### src/rtl/computation_core.sv
// -----------------------------------------------------------------------------
// computation_core
//
// Arithmetic core of the LeNet5 accelerator. A 5x5 convolution
// multiply-accumulate stage (UUT1) feeds a 2x2 max-pooling stage (UUT2).
//
// Every rising clock edge with reset released consumes one signed
// data/weight pair. There is no valid/enable qualifier.
//   - Every kernel_len products form one convolution result.
//   - Every pool_len convolution results are reduced to their signed maximum.
//     That maximum is presented on max_number together with a one-cycle
//     flag_store strobe.
//
// Ports:
//   clk         in   1            system clock, rising edge
//   reset       in   1            asynchronous, active-low reset
//   data        in   bitwidth     signed activation sample
//   weight      in   bitwidth     signed kernel weight
//   max_number  out  2*bitwidth   signed max of the last pool_len results
//   flag_store  out  1            one-cycle strobe: max_number just updated
//
// Handshake: none. The core is a free-running pipeline. A result is valid
// exactly in the cycle its strobe (flag_over / flag_start / flag_store) is
// high. The result value itself is held until it is next overwritten.
// -----------------------------------------------------------------------------

// -----------------------------------------------------------------------------
// computation_core_mac
//
// Multiply-accumulate over fixed windows of kernel_len pairs. Windows are
// aligned to reset release.
//
// Ports:
//   clk, reset  clock / async active-low reset
//   data        in   bitwidth    signed sample
//   weight      in   bitwidth    signed weight
//   c           out  2*bitwidth  sum of the last complete window (held)
//   flag_over   out  1           high for one cycle after each window closes
// -----------------------------------------------------------------------------
module computation_core_mac #(
    parameter int bitwidth   = 17,
    parameter int kernel_len = 25
) (
    input  logic                         clk,
    input  logic                         reset,
    input  logic signed [bitwidth-1:0]   data,
    input  logic signed [bitwidth-1:0]   weight,
    output logic signed [2*bitwidth-1:0] c,
    output logic                         flag_over
);

    localparam int RW = 2 * bitwidth;
    localparam int CW = (kernel_len > 1) ? $clog2(kernel_len) : 1;

    logic signed [RW-1:0] data_ext;
    logic signed [RW-1:0] weight_ext;
    logic signed [RW-1:0] product;
    logic signed [RW-1:0] sum;

    logic signed [RW-1:0] acc_q, acc_d;
    logic signed [RW-1:0] c_q, c_d;
    logic [CW-1:0]        count_q, count_d;
    logic                 flag_over_q, flag_over_d;

    // Sign-extend both operands to the result width. The product of two
    // bitwidth-bit signed values always fits in 2*bitwidth bits, so this
    // gives the exact product.
    assign data_ext   = $signed({{bitwidth{data[bitwidth-1]}}, data});
    assign weight_ext = $signed({{bitwidth{weight[bitwidth-1]}}, weight});
    assign product    = data_ext * weight_ext;

    // Wraps modulo 2^RW on overflow.
    assign sum = acc_q + product;

    always_comb begin
        acc_d       = sum;
        count_d     = count_q + CW'(1);
        c_d         = c_q;
        flag_over_d = 1'b0;
        if (count_q == CW'(kernel_len - 1)) begin
            // Last pair of the window. Publish the total and start a fresh window.
            acc_d       = '0;
            count_d     = '0;
            c_d         = sum;
            flag_over_d = 1'b1;
        end
    end

    always_ff @(posedge clk or negedge reset) begin
        if (!reset) begin
            acc_q       <= '0;
            count_q     <= '0;
            c_q         <= '0;
            flag_over_q <= 1'b0;
        end else begin
            acc_q       <= acc_d;
            count_q     <= count_d;
            c_q         <= c_d;
            flag_over_q <= flag_over_d;
        end
    end

    assign c         = c_q;
    assign flag_over = flag_over_q;

endmodule

// -----------------------------------------------------------------------------
// computation_core_pool
//
// Collects convolution results into slots a, b, c, d in arrival order. Once
// all four slots are filled, it publishes their signed maximum.
//
// Ports:
//   clk, reset  clock / async active-low reset
//   c_in        in   2*bitwidth  convolution result from the MAC stage
//   flag_over   in   1           c_in holds a fresh result this cycle
//   max_number  out  2*bitwidth  signed max of the four slots (held)
//   flag_store  out  1           high for one cycle when max_number updates
// -----------------------------------------------------------------------------
module computation_core_pool #(
    parameter int bitwidth = 17,
    parameter int pool_len = 4
) (
    input  logic                         clk,
    input  logic                         reset,
    input  logic signed [2*bitwidth-1:0] c_in,
    input  logic                         flag_over,
    output logic signed [2*bitwidth-1:0] max_number,
    output logic                         flag_store
);

    localparam int RW = 2 * bitwidth;
    localparam int IW = (pool_len > 1) ? $clog2(pool_len) : 1;

    logic signed [RW-1:0] data_in_q, data_in_d;
    logic signed [RW-1:0] a_q, a_d;
    logic signed [RW-1:0] b_q, b_d;
    logic signed [RW-1:0] c_q, c_d;
    logic signed [RW-1:0] d_q, d_d;
    logic [IW-1:0]        idx_q, idx_d;
    logic                 flag_start_q, flag_start_d;
    logic signed [RW-1:0] max_q, max_d;
    logic                 flag_store_q, flag_store_d;

    logic signed [RW-1:0] max_ab, max_cd, max_all;

    // Signed two-level compare tree. On a tie, either operand gives the same value.
    assign max_ab  = (a_q > b_q) ? a_q : b_q;
    assign max_cd  = (c_q > d_q) ? c_q : d_q;
    assign max_all = (max_ab > max_cd) ? max_ab : max_cd;

    always_comb begin
        data_in_d    = data_in_q;
        a_d          = a_q;
        b_d          = b_q;
        c_d          = c_q;
        d_d          = d_q;
        idx_d        = idx_q;
        flag_start_d = 1'b0;
        max_d        = max_q;
        flag_store_d = 1'b0;

        if (flag_over) begin
            data_in_d = c_in;
            case (idx_q)
                IW'(0):  a_d = c_in;
                IW'(1):  b_d = c_in;
                IW'(2):  c_d = c_in;
                default: d_d = c_in;
            endcase
            if (idx_q == IW'(pool_len - 1)) begin
                idx_d        = '0;
                flag_start_d = 1'b1;
            end else begin
                idx_d = idx_q + IW'(1);
            end
        end

        // flag_over is at least 25 cycles apart. So the slots are stable
        // while flag_start is high, and the max sees the full set.
        if (flag_start_q) begin
            max_d        = max_all;
            flag_store_d = 1'b1;
        end
    end

    always_ff @(posedge clk or negedge reset) begin
        if (!reset) begin
            data_in_q    <= '0;
            a_q          <= '0;
            b_q          <= '0;
            c_q          <= '0;
            d_q          <= '0;
            idx_q        <= '0;
            flag_start_q <= 1'b0;
            max_q        <= '0;
            flag_store_q <= 1'b0;
        end else begin
            data_in_q    <= data_in_d;
            a_q          <= a_d;
            b_q          <= b_d;
            c_q          <= c_d;
            d_q          <= d_d;
            idx_q        <= idx_d;
            flag_start_q <= flag_start_d;
            max_q        <= max_d;
            flag_store_q <= flag_store_d;
        end
    end

    assign max_number = max_q;
    assign flag_store = flag_store_q;

endmodule

// -----------------------------------------------------------------------------
// computation_core (top)
// -----------------------------------------------------------------------------
module computation_core #(
    parameter int bitwidth   = 17,
    parameter int kernel_len = 25,
    parameter int pool_len   = 4
) (
    input  logic                         clk,
    input  logic                         reset,
    input  logic signed [bitwidth-1:0]   data,
    input  logic signed [bitwidth-1:0]   weight,
    output logic signed [2*bitwidth-1:0] max_number,
    output logic                         flag_store
);

    logic signed [2*bitwidth-1:0] conv_result;
    logic                         conv_valid;

    computation_core_mac #(
        .bitwidth   (bitwidth),
        .kernel_len (kernel_len)
    ) UUT1 (
        .clk       (clk),
        .reset     (reset),
        .data      (data),
        .weight    (weight),
        .c         (conv_result),
        .flag_over (conv_valid)
    );

    computation_core_pool #(
        .bitwidth (bitwidth),
        .pool_len (pool_len)
    ) UUT2 (
        .clk        (clk),
        .reset      (reset),
        .c_in       (conv_result),
        .flag_over  (conv_valid),
        .max_number (max_number),
        .flag_store (flag_store)
    );

endmodule

### config.mk
export PLATFORM = sky130hd
export DESIGN_NAME = computation_core
export DESIGN_NICKNAME = d
export VERILOG_FILES = /design/src/rtl/computation_core.sv
export SDC_FILE = /design/constraint.sdc
export NUM_CORES = 1
export LEC_CHECK = 0
export BUFFER_PORTS_ARGS = -buffer_cell sky130_fd_sc_hd__clkbuf_2
export CAP_MARGIN = 15
export CORE_ASPECT_RATIO = 0.6
export CORE_MARGIN = 1
export CORE_UTILIZATION = 50
export CTS_CLUSTER_SIZE = 40
export DETAILED_ROUTE_END_ITERATION = 7
export MAX_ROUTING_LAYER = met4
export PLACE_DENSITY = 0.72
export SKIP_LAST_GASP = 1
export SYNTH_ARGS = -nofsm -noshare
export SYNTH_HDL_FRONTEND = slang
export SYNTH_HIERARCHICAL = 1
export SYNTH_SLANG_ARGS = --single-unit
### constraint.sdc
create_clock -name clk -period 6.7 [get_ports clk]
set_input_delay 1.34 -clock clk [delete_from_list [all_inputs] [get_ports clk]]
set_output_delay 1.34 -clock clk [all_outputs]
set_load 0.02 [all_outputs]
# After elaboration in Yosys (flattened, before gate mapping)
# Index checks and enable logic that the tools add are counted.
word_totals:
  ff_bits: 248
op_classes:
  n_lt_le_gt_ge: 3
  n_eq_ne: 4
  n_mul: 1
  addsub: 3
  bitwise: 1
  reduce_logical: 6
  n_mux: 10
ops:
  columns: ["cell", "n"]
  rows:
  - ["$mux 34", 4]
  - ["$gt 34x34->1", 3]
  - ["$add 34x34->34", 1]
  - ["$mul 17x17->34", 1]
  - ["$reduce_and 2->1", 4]
  - ["$add 5x1->5 const B", 1]
  - ["$eq 5x5->1 const B", 1]
  - ["$mux 5", 1]
  - ["$eq 2x2->1 const B", 2]
  - ["$mux 1", 4]
  - ["$reduce_or 3->1", 1]
  - ["$add 2x1->2 const B", 1]
  - ["$eq 2x1->1 const B", 1]
  - ["$logic_not 2->1", 1]
  - ["$mux 2", 1]
  - ["$not 1->1", 1]

# Logic depth before layout (Yosys ltp)
logic_depth:
  word_depth: 4
  depth_mapped: 25

# By module
# Netlist, hierarchy kept.
modules_own_cells:
  columns: ["module", "cells_per_inst", "area_each_um2", "n_inst", "seq_area_each_um2"]
  rows:
  - ["computation_core_mac", 1568, 14945.6, 1, 1851.8]
  - ["computation_core_pool", 864, 10029.6, 1, 4354.2]

# Worst setup path after synthesis
# OpenSTA, ideal clock, no wires.
synth_timing:
  kind: "input to register"
  from: "input weight[2]"
  to: "register UUT1.c_q[33] (netlist: UUT1/c[33])"
  path_stages: 17
  required_ps: 6569
  t_arrival_ps: 6890
  path_slack_ps: -321
  path_cell_list: "clkbuf_1 nand2_1 fa_1 inv_1 fa_1 fa_1 fa_1 fa_1 fa_1 ha_1 a21o_1 a21oi_2 a21bo_1 a221oi_2 a31oi_1 xnor2_1 o21ai_1"
synth_via:
  elab_chain_len: 2
synth_rtl:
  columns: ["element", "line_no", "source"]
  rows:
  - ["start, declared", "228", "input logic signed [bitwidth-1:0] weight,"]
  - ["$mul 17x17->34", "70", "assign product = data_ext * weight_ext;"]
  - ["$add 34x34->34", "73", "assign sum = acc_q + product;"]
  - ["end signal, assigned", "93", "c_q <= '0;"]
  - ["end signal, assigned", "98", "c_q <= c_d;"]
  - ["end, declared", "61", "logic signed [RW-1:0] c_q, c_d;"]
# No other way between the ends.
# A chain may end at the register's enable or synchronous reset.

# Final worst setup path
layout_timing:
  from: "input data[16]"
  to: "register UUT1.c_q[30] (netlist: UUT1/c[30])"
layout_via:
  elab_chain_len: 2
layout_rtl:
  columns: ["element", "line_no", "source"]
  rows:
  - ["start, declared", "227", "input logic signed [bitwidth-1:0] data,"]
  - ["$mul 17x17->34", "70", null]
  - ["$add 34x34->34", "73", null]
# No other way between the ends.

==> flow_summary.toml <==
[logic_synthesis]
synth.avg_cell_area_sq_um = 10.3
synth_cell_type_count = 70
synthTopCellsByArea = "fa_1, dfrtp_1, ha_1"
ys.flop_type = "dfrtp_1"
ys_seq_area_frac = 0.248
synth_edf_count = 0
ys_seq_elements = 248
synthCells = 2432
yosysWarningCount = 6
syn-cell-area_sq_um = 25000
synth_nets = 3018
synth.top_cell.area_share = 0.272
async_flop_share = 1.00
synth_area_leader_cell = "fa_1"

[timing]
setup_viol = 0
tightest_slew_ps = 911
maxSlewHeadroom = 0.387
clock_skew_ps = 9.77
fin_crit_ps = 6520
hold_viol_final = 0
fmax_mhz = 153
fin_crit_sh = 0.973
grt_setup_unrepaired = "yes"
slew_violations = 0

[clock_tree]
cts_made_buffers = 23
htreeDepth = 1
cts_root_buffer = "clkbuf_16"
cts.path.max_buffers = 3
clock-sinks = 248
clk_latency_ps = 520
cts_tree = "yes"
cts.clk_slew.worst_paths_ps = 70

[route]
wl_per_cell_microns = 17.7
vias = 17400
ant_nets = 0
vias_per_cell = 5.29
drc = 0
drtIter0Drc = 1159
wirelength_mm = 58.3
drtPass1Iterations = 5

[global_routing]
grt_max_degree = 154
grt_usage = 0.245
grt_pass1_vias = 18200
gr-total-overflow = 0
grt_pass1_wl_mm = 96.7
grt_antenna_before_repair = 1

[die]
die_y_microns = 175
dieArea_sq_um = 50900
rows = 63
ios = 71
start_util = 0.506
core_region_area_sq_um = 49300
chipWidth_microns = 291

[layout]
mostFrequentLayoutCells = "inv_1, fa_1, dfrtp_1"
nets = 3207
final_cells = 3287
drive_gt1_frac = 0.178
areaGrowthSynthToFinish_pct = 12.4
final_common_cell = "inv_1"

[critical_path]
critPathLaunchType = "primary input"
critPathRequiredTime_ps = 7090
end_kind = "flop"
arrival_ps = 6900
critical_path.max_fanout = 6
crit_type = "in2reg"

[place]
dp.cells = 3242
gp_congestion = 0.913
dp_hpwl_mm = 47.4
io_buffer_count = 70

[hold_path]
hp-class = "reg2reg"

[run]
max_cap_viol_count = 0

[outcome]
outcome = "finished clean"
-- logic make-up (layout without fill, tap and decap cells) --
family / count (synthesis) / count (layout) / share of synthesized area
other: 0 / 1 / 0
XOR/XNOR: 44 / 44 / 0.0154
buffers and inverters: 613 / 817 / 0.0954
flip-flops: 248 / 248 / 0.248
adder cells (fa/ha/maj): 550 / 550 / 0.377
AO/OA/AOI/OAI: 224 / 224 / 0.0628
AND/OR/NAND/NOR: 547 / 547 / 0.110
multiplexers: 206 / 206 / 0.0904
-- state kept, by name, indices dropped and copies added, names as in the netlist --
signal,count
UUT2/b_q,34
UUT2/flag_start_q,1
UUT2/idx_q,2
UUT2/d_q,34
UUT1/count_q,5
UUT2/max_number,34
UUT2/flag_store,1
UUT1/flag_over,1
UUT2/a_q,34
UUT2/c_q,34
UUT1/acc_q,34
UUT1/c,34
-- final timing paths --
path / slack [ps] / depth (start not counted) / start / end
setup / recovery: 180 / 23 / data[16] / UUT1/c[30]$_DFFE_PN0P_
hold / removal: 490 / 1 / UUT1/count_q[0]$_DFF_PN0_ / UUT1/count_q[0]$_DFF_PN0_
setup reg to reg: 660 / 20 / UUT2/a_q[33]$_DFFE_PN0P_ / UUT2/max_number[31]$_DFFE_PN0P_
hold reg to reg: 490 / 1 / UUT1/count_q[0]$_DFF_PN0_ / UUT1/count_q[0]$_DFF_PN0_
max in group asynchronous: 4540 / 2 / reset / UUT2/c_q[26]$_DFFE_PN0P_
min in group asynchronous: 810 / 1 / reset / UUT2/d_q[7]$_DFFE_PN0P_
-- cell type report --
class	count	area (sq um)
inverter	535	2010
sequential	248	6210
clock inverter	9	73.8
tap	650	813
antenna	1	2.50
timing repair buffer	242	1760
fill	4188	21300
multi-input combinational	1571	16600
clock buffer	31	636
-- repair_timing --
action                                  in CTS  in global routing
setup buffers                                0                  4
hold buffers                                 0                  0
gates resized for setup                      0                 28
endpoints found under the setup margin       0                 22
-- worst max-delay path: stages --
cell      delay (ps)
clkbuf_4         170
buf_6            140
nand2_2           90
fa_2             630
inv_2             90
fa_1             490
inv_1             50
fa_1             500
inv_1             60
fa_1             500
fa_1             490
inv_1             50
fa_1             470
inv_1             40
ha_1             350
a21oi_1          260
a21oi_1          160
o221ai_2         300
a21oi_1          100
o21ai_0          210
o211ai_2         130
xnor2_1          190
o21ai_1           80
-- cells in the mapped netlist, drive strengths merged, types with 2 or more instances --
| cell type | instances |
|---|---|
| a211oi | 6 |
| xnor2 | 33 |
| a41oi | 2 |
| nand2b | 42 |
| a31oi | 3 |
| o221ai | 37 |
| nor2b | 8 |
| a21boi | 3 |
| dfrtp | 248 |
| a22o | 2 |
| o21a | 4 |
| o31ai | 2 |
| a2111oi | 2 |
| o211ai | 8 |
| inv | 535 |
| xor2 | 11 |
| buf | 11 |
| nor2 | 66 |
| and2 | 156 |
| a211o | 2 |
| mux2i | 70 |
| or2 | 3 |
| nand4 | 20 |
| nor3 | 10 |
| a21oi | 59 |
| nand3 | 23 |
| o21bai | 7 |
| mux2 | 136 |
| o311ai | 2 |
| ha | 211 |
| nor4 | 4 |
| fa | 339 |
| nand2 | 206 |
| o21ai | 57 |
| clkbuf | 67 |
| a21o | 19 |
| and3 | 6 |
-- per-stage QoR --
step | hold WS, ps | cell area [sq um] | TNS, ps | setup slack (ps) | utilization
after floorplan | 352 | 25000 | 0 | 5.32 | -
after global placement | 473 | 27200 | -7300 | -377 | 0.551
after detailed placement | 476 | 27200 | -11380 | -468 | 0.551
after CTS | 485 | 27900 | 0 | 20.2 | 0.565
after global routing | 496 | 28100 | -19.8 | -18.3 | 0.569
final | 490 | 28100 | 0 | 183 | 0.569
-- routing by layer --
layer / share of wire / vias to the layer above / track usage
li1: - / 7998 / -
met1: 0.49 / 8912 / 0.372
met2: 0.44 / 421 / 0.355
met3: 0.058 / 47 / 0.0399
met4: 0.0095 / 0 / 0.0234
met5: 0 / - / -
Power is not shown: default switching activity piles up to over one toggle a cycle in this logic, so the estimate is an artifact.
